<file path="src/rtl/camera_frame_reader.sv">
// camera_frame_reader
// HCLK-side consumer of the camera frame buffer. Requests a frame from the
// capture block, reads the dual-port RAM one 32-bit word at a time, splits
// each word into two RGB565 pixels (low half first) and streams them out on a
// valid/ready interface with SOF/EOL/EOF markers, then releases the buffer.
// Build option: define CAMREAD_TESTPAT_EN to add a TESTPAT input; when set at
// START the RAM is left alone and the stream carries the pixel index instead.

module camera_frame_reader #(
  parameter int H_PIXELS = 320,
  parameter int V_LINES  = 240,
  parameter int ADDR_W   = 16
) (
  input  logic              HCLK,
  input  logic              HRESETn,
  input  logic              START,
`ifdef CAMREAD_TESTPAT_EN
  input  logic              TESTPAT,
`endif
  output logic              DATA_VALID,
  input  logic              DATA_READY,
  output logic [ADDR_W-1:0] DualRAM_RADDR,
  input  logic [31:0]       DualRAM_RDATA,
  output logic [15:0]       PIX_DATA,
  output logic              PIX_VALID,
  input  logic              PIX_READY,
  output logic              PIX_SOF,
  output logic              PIX_EOL,
  output logic              PIX_EOF,
  output logic              BUSY,
  output logic              DONE
);

  localparam int FRAME_WORDS = (H_PIXELS * V_LINES) / 2;
  localparam int XW = (H_PIXELS > 1) ? $clog2(H_PIXELS) : 1;
  localparam int YW = (V_LINES > 1) ? $clog2(V_LINES) : 1;

  localparam logic [ADDR_W-1:0] LAST_WORD = ADDR_W'(FRAME_WORDS - 1);
  localparam logic [XW-1:0]     LAST_X    = XW'(H_PIXELS - 1);
  localparam logic [YW-1:0]     LAST_Y    = YW'(V_LINES - 1);

  typedef enum logic [1:0] {
    ST_IDLE,
    ST_ARM,
    ST_READ,
    ST_REL
  } state_t;

  // Control state and registered handshake outputs
  state_t state_q;
  logic   dv_q;
  logic   busy_q;
  logic   done_q;

  // Two-flop synchroniser for the PCLK-domain ready level
  logic rdy_meta_q;
  logic rdy_s_q;

  // Read-address side: next word to fetch, end-of-frame flag, word in flight
  logic [ADDR_W-1:0] raddr_q, raddr_d;
  logic              issue_done_q, issue_done_d;
  logic              rd_pend_q;

  // Two-entry word skid buffer; buf0 is the head, half selects its pixel
  logic [31:0] buf0_q, buf0_d;
  logic [31:0] buf1_q, buf1_d;
  logic [1:0]  cnt_q, cnt_d;
  logic        half_q, half_d;

  // Pixel position within the frame
  logic [XW-1:0] x_q, x_d;
  logic [YW-1:0] y_q, y_d;

  // Shared decode
  logic        pix_valid;
  logic        handshake;
  logic        pop;
  logic        last_x;
  logic        last_y;
  logic        frame_last;
  logic        issue;
  logic [2:0]  occupancy;
  logic [31:0] word_in;

  assign pix_valid  = (cnt_q != 2'd0);
  assign handshake  = pix_valid & PIX_READY;
  assign pop        = handshake & half_q;
  assign last_x     = (x_q == LAST_X);
  assign last_y     = (y_q == LAST_Y);
  assign frame_last = last_x & last_y;

  // A word may only be requested when the buffer can absorb it even if the
  // sink stalls forever: stored words plus the one in flight must leave a slot.
  assign occupancy = 3'(cnt_q) + 3'(rd_pend_q);
  assign issue = (((state_q == ST_ARM) & rdy_s_q) | (state_q == ST_READ))
               & ~issue_done_q
               & (occupancy < 3'd2);

`ifdef CAMREAD_TESTPAT_EN
  logic              tp_q;
  logic [ADDR_W-1:0] pend_addr_q, pend_addr_d;
  logic [15:0]       tp_lo;

  // In test-pattern mode the word that would have come back from the RAM is
  // synthesised from the address of the word in flight: pixels 2n and 2n+1.
  always_comb begin
    pend_addr_d = issue ? raddr_q : pend_addr_q;
    tp_lo       = 16'({pend_addr_q, 1'b0});
    word_in     = tp_q ? {tp_lo | 16'd1, tp_lo} : DualRAM_RDATA;
  end

  // Remember which word is in flight so the pattern can be rebuilt from it
  always_ff @(posedge HCLK) begin
    if (!HRESETn) begin
      pend_addr_q <= '0;
    end else begin
      pend_addr_q <= pend_addr_d;
    end
  end

  assign DualRAM_RADDR = tp_q ? '0 : raddr_q;
`else
  assign word_in       = DualRAM_RDATA;
  assign DualRAM_RADDR = raddr_q;
`endif

  assign DATA_VALID = dv_q;
  assign BUSY       = busy_q;
  assign DONE       = done_q;
  assign PIX_VALID  = pix_valid;
  assign PIX_DATA   = half_q ? buf0_q[31:16] : buf0_q[15:0];
  assign PIX_SOF    = pix_valid & (x_q == '0) & (y_q == '0);
  assign PIX_EOL    = pix_valid & last_x;
  assign PIX_EOF    = pix_valid & frame_last;

  // Bring DATA_READY into HCLK before any decision is made on it
  always_ff @(posedge HCLK) begin
    if (!HRESETn) begin
      rdy_meta_q <= 1'b0;
      rdy_s_q    <= 1'b0;
    end else begin
      rdy_meta_q <= DATA_READY;
      rdy_s_q    <= rdy_meta_q;
    end
  end

  // Frame lifecycle: request, stream, release, then report completion
  always_ff @(posedge HCLK) begin
    if (!HRESETn) begin
      state_q <= ST_IDLE;
      dv_q    <= 1'b0;
      busy_q  <= 1'b0;
      done_q  <= 1'b0;
`ifdef CAMREAD_TESTPAT_EN
      tp_q    <= 1'b0;
`endif
    end else begin
      done_q <= 1'b0;
      case (state_q)
        ST_IDLE: begin
          if (START) begin
            state_q <= ST_ARM;
            dv_q    <= 1'b1;
            busy_q  <= 1'b1;
`ifdef CAMREAD_TESTPAT_EN
            tp_q    <= TESTPAT;
`endif
          end
        end
        ST_ARM: begin
          if (rdy_s_q) begin
            state_q <= ST_READ;
          end
        end
        ST_READ: begin
          if (handshake && frame_last) begin
            state_q <= ST_REL;
            dv_q    <= 1'b0;
          end
        end
        ST_REL: begin
          if (!rdy_s_q) begin
            state_q <= ST_IDLE;
            busy_q  <= 1'b0;
            done_q  <= 1'b1;
          end
        end
        default: begin
          state_q <= ST_IDLE;
          dv_q    <= 1'b0;
          busy_q  <= 1'b0;
        end
      endcase
    end
  end

  // Word address walks 0..FRAME_WORDS-1 once and parks on the last word until idle
  always_comb begin
    raddr_d      = raddr_q;
    issue_done_d = issue_done_q;
    if (state_q == ST_IDLE) begin
      raddr_d      = '0;
      issue_done_d = 1'b0;
    end else if (issue) begin
      if (raddr_q == LAST_WORD) begin
        issue_done_d = 1'b1;
      end else begin
        raddr_d = raddr_q + ADDR_W'(1);
      end
    end
  end

  // Read-side registers, including the one-cycle RAM latency marker
  always_ff @(posedge HCLK) begin
    if (!HRESETn) begin
      raddr_q      <= '0;
      issue_done_q <= 1'b0;
      rd_pend_q    <= 1'b0;
    end else begin
      raddr_q      <= raddr_d;
      issue_done_q <= issue_done_d;
      rd_pend_q    <= issue;
    end
  end

  // Skid buffer: returning RAM words are pushed, a word is popped once both halves are taken
  always_comb begin
    buf0_d = buf0_q;
    buf1_d = buf1_q;
    cnt_d  = cnt_q;
    half_d = half_q;
    if (handshake) begin
      half_d = ~half_q;
    end
    case ({rd_pend_q, pop})
      2'b10: begin
        if (cnt_q == 2'd0) begin
          buf0_d = word_in;
        end else begin
          buf1_d = word_in;
        end
        cnt_d = cnt_q + 2'd1;
      end
      2'b01: begin
        buf0_d = buf1_q;
        cnt_d  = cnt_q - 2'd1;
      end
      2'b11: begin
        if (cnt_q == 2'd2) begin
          buf0_d = buf1_q;
          buf1_d = word_in;
        end else begin
          buf0_d = word_in;
        end
      end
      default: begin
      end
    endcase
  end

  // Skid buffer storage
  always_ff @(posedge HCLK) begin
    if (!HRESETn) begin
      buf0_q <= '0;
      buf1_q <= '0;
      cnt_q  <= 2'd0;
      half_q <= 1'b0;
    end else begin
      buf0_q <= buf0_d;
      buf1_q <= buf1_d;
      cnt_q  <= cnt_d;
      half_q <= half_d;
    end
  end

  // Pixel position only moves when the sink actually takes a pixel
  always_comb begin
    x_d = x_q;
    y_d = y_q;
    if (handshake) begin
      if (last_x) begin
        x_d = '0;
        y_d = last_y ? '0 : (y_q + YW'(1));
      end else begin
        x_d = x_q + XW'(1);
      end
    end
  end

  // Pixel position registers
  always_ff @(posedge HCLK) begin
    if (!HRESETn) begin
      x_q <= '0;
      y_q <= '0;
    end else begin
      x_q <= x_d;
      y_q <= y_d;
    end
  end

endmodule

</file>
<file path="config.mk">
export PLATFORM = sky130hd
export DESIGN_NAME = camera_frame_reader
export DESIGN_NICKNAME = d
export VERILOG_FILES = /design/src/rtl/camera_frame_reader.sv
export SDC_FILE = /design/constraint.sdc
export NUM_CORES = 1
export LEC_CHECK = 0
export CAP_MARGIN = 20
export CORE_ASPECT_RATIO = 0.7
export CORE_MARGIN = 5
export CORE_UTILIZATION = 35
export CTS_CLUSTER_DIAMETER = 200
export CTS_CLUSTER_SIZE = 14
export DETAILED_ROUTE_END_ITERATION = 8
export PLACE_DENSITY = 0.53
export SETUP_SLACK_MARGIN = 0.4
export SLEW_MARGIN = 20
export SYNTH_ARGS = -nofsm -noshare
export SYNTH_HDL_FRONTEND = slang
export SYNTH_SLANG_ARGS = --single-unit
export TNS_END_PERCENT = 30
</file>
<file path="constraint.sdc">
create_clock -name HCLK -period 3.4 [get_ports HCLK]
set_clock_uncertainty 0.1 [all_clocks]
set_input_delay 0.68 -clock HCLK [delete_from_list [all_inputs] [get_ports HCLK]]
set_output_delay 0.68 -clock HCLK [all_outputs]
set_load 0.005 [all_outputs]
</file>
; Yosys cells after proc, flatten, opt, wreduce, memory -nomap -nowiden
; Cells that the tools add are included.
[totals]
out_inout_bits = 39
elab_cells = 96
input_bits = 37
regBits = 109
[op_classes]
mux = 21
n_addsub = 6
order_cmp = 1
eq_ne = 17
bitwise_logic = 15
reduce_logical = 21
[op_table]
columns = operator, count
row1 = $mux 32, 4
row2 = $pmux 32 s3, 1
row3 = $pmux 32 s2, 1
row4 = $add 16x1->16 const B, 1
row5 = $eq 16x16->1 const B, 1
row6 = $mux 16, 1
row7 = $ne 2x2->1 const B, 6
row8 = $and 1x1->1, 10
row9 = $eq 2x2->1 const B, 5
row10 = $reduce_and 2->1, 5
row11 = $reduce_bool 2->1, 5
row12 = $add 9x1->9 const B, 1
row13 = $eq 9x9->1 const B, 1
row14 = $logic_not 9->1, 1
row15 = $mux 9, 1
row16 = $reduce_and 3->1, 3
row17 = $add 8x1->8 const B, 1
row18 = $eq 8x8->1 const B, 1
row19 = $logic_not 8->1, 1
row20 = $mux 2, 4
row21 = $mux 8, 1
row22 = $pmux 2 s4, 1
row23 = $eq 2x1->1 const B, 2
row24 = $logic_not 2->1, 2
row25 = other kinds (14), 21

; Longest topological paths before layout
[depth]
depth_word = 6
depth_mapped = 11
ltp_nobuf = 9

; Worst setup path before layout
; Ideal clock, no wire load.
[synth_timing]
path_kind = reg2reg
start = register half_q
end = register buf0_q[0]
period_less_slack_ns = 2.526
required_ns = 3.220
slack_ns = 0.874
path_buffers = 3
arrival_ns = 2.346
stages_incl_launch_ff = 11
setup_ns = 0.080
path_cell_list = dfxtp_1 clkbuf_1 clkbuf_1 nand3_1 inv_1 ha_1 inv_1 a2bb2oi_1 clkbuf_1 a221oi_1 nor3b_1
[synth_between]
elab_chain_len = 4
elab_cells_between_ends = 8
cone_classes = eq/ne (4) / mux (1) / bitwise (1) / reduce/logical (2)
[synth_rtl]
columns = item, line
row1 = start: declaration, 68  ; logic half_q, half_d;
row2 = start signal: assignment, 272  ; half_q <= half_d;
row3 = $and 1x1->1 *, 87  ; assign pop = handshake & half_q;
row4 = $eq 2x2->1 / $eq 2x1->1 (equally long branches), 235  ; case ({rd_pend_q, pop})
row5 = $ne 2x2->1 (no source line) / $reduce_bool 3->1 (equally long branches), --
row6 = $reduce_and 2->1 (no source line), --
row7 = end signal: assignment, 269  ; buf0_q <= buf0_d;
row8 = end: declaration, 65  ; logic [31:0] buf0_q, buf0_d;
; Every way passes the cells marked *; elsewhere a longest branch is shown, timed or not.
; A chain may end at the register's enable or synchronous reset.

; Final worst setup path
[layout_timing]
start = register x_q[2]
end = output port PIX_EOF
[layout_between]
elab_chain_len = 3
[layout_rtl]
columns = item, line
row1 = start: declaration, 71  ; logic [XW-1:0] x_q, x_d;
row2 = start signal: assignment, 293  ; x_q <= '0;
row3 = start signal: assignment, 296  ; x_q <= x_d;
row4 = $eq 9x9->1, 88  ; assign last_x = (x_q == LAST_X);
row5 = $and 1x1->1, 90  ; assign frame_last = last_x & last_y;
row6 = $and 1x1->1, 134  ; assign PIX_EOF = pix_valid & frame_last;
row7 = end: declaration, 29  ; output logic PIX_EOF,
; No other way between the ends.

==> flow_metrics.py <==
metrics = {
    "global_route": {
        "grt_max_degree": 46,
        "grt_pass1_wl_um": 22400,
        "grt_pass1_vias": 4230,
        "antenna_found_initial": 0,
        "grt-ovfl-total": 0,
        "grt_usage": 0.158,
    },
    "yosys": {
        "ys_top_cells_by_area": "dfxtp_1 (42%), nand2_1 (6.5%), a221oi_1 (5.4%)",
        "seq_area_frac_synth": 0.422,
        "yosys_register_bits": 109,
        "synthCells": 584,
        "synth_edf_count": 0,
        "synth_top_area_cell": "dfxtp_1",
        "synth_cell_types": 53,
        "syn-cell-area_um2": 5170,
        "netlist.area_leader.share": 0.422,
        "synthArstFlopShare": 0,
        "syn-num-nets": 635,
        "avgSynthCellArea_um2": 8.85,
        "ys.flop_type": "dfxtp_1",
        "yosys_warnings": 0,
    },
    "critical_path": {
        "startpoint": "x_q[2]$_SDFFE_PN0P_",
        "rr_startpoint": "cnt_q[0]$_SDFFE_PN0P_",
        "worstSetupEndpointType": "output port",
        "startpoint_type": "flop",
        "rr_endpoint": "buf0_q[25]$_SDFFE_PN0P_",
        "arrival_ns": 2.03,
        "r2r_cells": 10,
        "required_ns": 2.62,
        "cp-endpoint": "PIX_EOF",
        "cp_max_fo": 7,
        "path_class": "reg -> out",
        "ff2ff_setup_slack_ns": 0.84,
    },
    "pwr": {
        "finalPower_mw": 3.52,
        "power.density_nw_per_um2": 541,
        "switching_share": 0.287,
        "seqPwrFrac": 0.427,
        "clock_power_share": 0.327,
        "comb_power_share": 0.246,
        "switching_power_mw": 1.01,
        "p_int_mw": 2.51,
        "power.leakage_nw": 2.22,
        "ir_worst_vdd_mv": 0.261,
    },
    "sta": {
        "finalSetupViolCount": 0,
        "fin_crit_ns": 2.81,
        "max_freq_ghz": 0.356,
        "worst_pin_slew_ns": 0.725,
        "drv_slew": 0,
        "hold_slack_ns": 0.337,
        "setup_tns_ns": 0,
        "relSlewSlack": 0.517,
        "hold_violations": 0,
        "fin_ws_ns": 0.589,
        "rsz0062_at_grt": "false",
        "finalCritPeriodShare": 0.827,
    },
    "place": {
        "place_congestion": 0.806,
        "place_ws_ns": 0.104,
        "portBuffers": 75,
        "hpwlAfterDp_um": 9460,
    },
    "clock_network": {
        "clk_pin_slew_ns": 0.07,
        "hold_buffers": 0,
        "clk_latency_ns": 0.35,
        "numCtsBuffers": 9,
        "cts_resized": 0,
        "cts_sinks": 109,
        "cts-root-buf": "clkbuf_16",
        "cts_tree": "yes",
        "cts_setup_buffers": 0,
        "clockBufferDepth": 2,
        "cts_htree_levels": 3,
    },
    "final_layout": {
        "final_common_cell": "dfxtp_1",
        "diodes": 0,
        "syn_to_final_growth_pct": 25.7,
        "final_cell_mix": "dfxtp_1 (109), nand2_1 (89), clkdlybuf4s50_1 (74), nor2_1 (46)",
        "nNetsFinal": 702,
        "fill_cells": 1405,
        "register_area_um2": 2180,
        "multi_input_area_um2": 2800,
        "drive_gt1_frac": 0.0887,
    },
    "floorplanning": {
        "die_area_um2": 17300,
        "fp.dieH_um": 112,
        "core_um2": 14600,
        "io_pins": 76,
        "die_w_um": 155,
        "rows": 37,
        "floorplan.initialDensity": 0.355,
    },
    "route": {
        "met2_length_um": 5760,
        "ant_nets": 0,
        "dr.pass1.iters": 4,
        "num_vias": 4449,
        "wirelength_um": 13500,
        "drcViolationCount": 0,
        "drt-initial-drc-count": 209,
        "highest_layer": "met4",
        "wl_met1_um": 6970,
        "routed-wl-met3_um": 616,
        "viasPerCell": 5.24,
        "avgRoutedWirePerCell_um": 15.9,
    },
    "outcome": {
        "status": "finished clean",
    },
    "run": {
        "max-cap-violations": 0,
    },
    "min_path": {
        "hold_class": "reg -> reg",
    },
}
-- critical path, stage by stage, from the launching register on --
cell,delay (ns)
dfxtp_1,0.45
and4_1,0.31
nand3_1,0.18
nor3_1,0.21
clkdlybuf4s50_1,0.53
-- cell families after synthesis --
group | after synthesis | synth area share
fa+ha+maj | 14 | 0.0339
simple gates | 246 | 0.248
buf+inv | 52 | 0.0419
mux | 20 | 0.0426
xor+xnor | 13 | 0.0220
flops | 109 | 0.422
compound gates | 130 | 0.189
-- Yosys cell counts, types with 3 or more instances --
cell type and instances:
clkbuf_1 28, or3_1 3, or4_1 13, xnor2_1 7, nor4_1 4, ha_1 14
a221oi_1 32, mux2i_1 4, o21ai_0 7, a21oi_1 21, nor2b_1 4, xor2_1 6
a21boi_1 5, mux2_2 16, o311ai_0 4, a21boi_0 30, o211ai_1 4, dfxtp_1 109
nor2_1 46, nand4_1 9, nand2b_1 4, buf_2 7, and3_1 3, o31ai_1 12
nand3_1 16, inv_1 13, nor3b_1 32, nand2_1 89, and4_1 5, o41ai_1 4
and2_1 7
-- state kept, by name (all words and copies together) (netlist names) --
signal         cells
half_q             1
DualRAM_RADDR     16
buf1_q            32
issue_done_q       1
DONE               1
rdy_s_q            1
cnt_q              2
DATA_VALID         1
state_q            2
buf0_q            32
y_q                8
rd_pend_q          1
BUSY               1
x_q                9
rdy_meta_q         1
-- metrics by stage --
| stage | instance area (µm²) | util | cells |
|---|---|---|---|
| 6_report | 6500 | 0.446 | 849 |
| 5_1_grt | 6500 | 0.446 | 849 |
| 4_1_cts | 6490 | 0.445 | 849 |
| 3_5_place_dp | 6170 | 0.423 | 835 |
| 3_3_place_gp | 6170 | 0.423 | 835 |
| 2_1_floorplan | 5170 | - | 584 |
-- worst min-delay path by stage --
stage                                  from                       to  depth (start not counted)
floorplan             rdy_meta_q$_SDFF_PN0_       rdy_s_q$_SDFF_PN0_                          1
global placement      rdy_meta_q$_SDFF_PN0_       rdy_s_q$_SDFF_PN0_                          1
detailed placement    rdy_meta_q$_SDFF_PN0_       rdy_s_q$_SDFF_PN0_                          1
CTS                   rdy_meta_q$_SDFF_PN0_       rdy_s_q$_SDFF_PN0_                          1
global route        buf1_q[20]$_SDFFE_PN0P_  buf1_q[20]$_SDFFE_PN0P_                          2
finish                rdy_meta_q$_SDFF_PN0_       rdy_s_q$_SDFF_PN0_                          1
-- final cells by class --
cell class / instances / share of cell area
multi-input combinational: 423 / 0.430
inverter: 14 / 0.00809
sequential: 109 / 0.336
timing repair buffer: 94 / 0.139
clock buffer: 11 / 0.0389
clock inverter: 3 / 0.0106
tap: 195 / 0.0375
-- power by group through the flow --
stage | clock network [mW] | logic, mW | registers [mW]
2_1_floorplan | 0 | 0.537 | 1.49
3_3_place_gp | 0 | 0.850 | 1.53
3_5_place_dp | 0 | 0.872 | 1.53
4_1_cts | 1.19 | 0.876 | 1.50
5_1_grt | 1.23 | 0.967 | 1.52
6_report | 1.15 | 0.865 | 1.50
-- routing by layer --
metal | GRT usage | vias to the layer above
li1 | - | 2257
met1 | 0.232 | 2097
met2 | 0.237 | 82
met3 | 0.0357 | 13
met4 | 0.0350 | 0
met5 | 0 | -
Note: power is estimated with default switching activity, not from simulation.
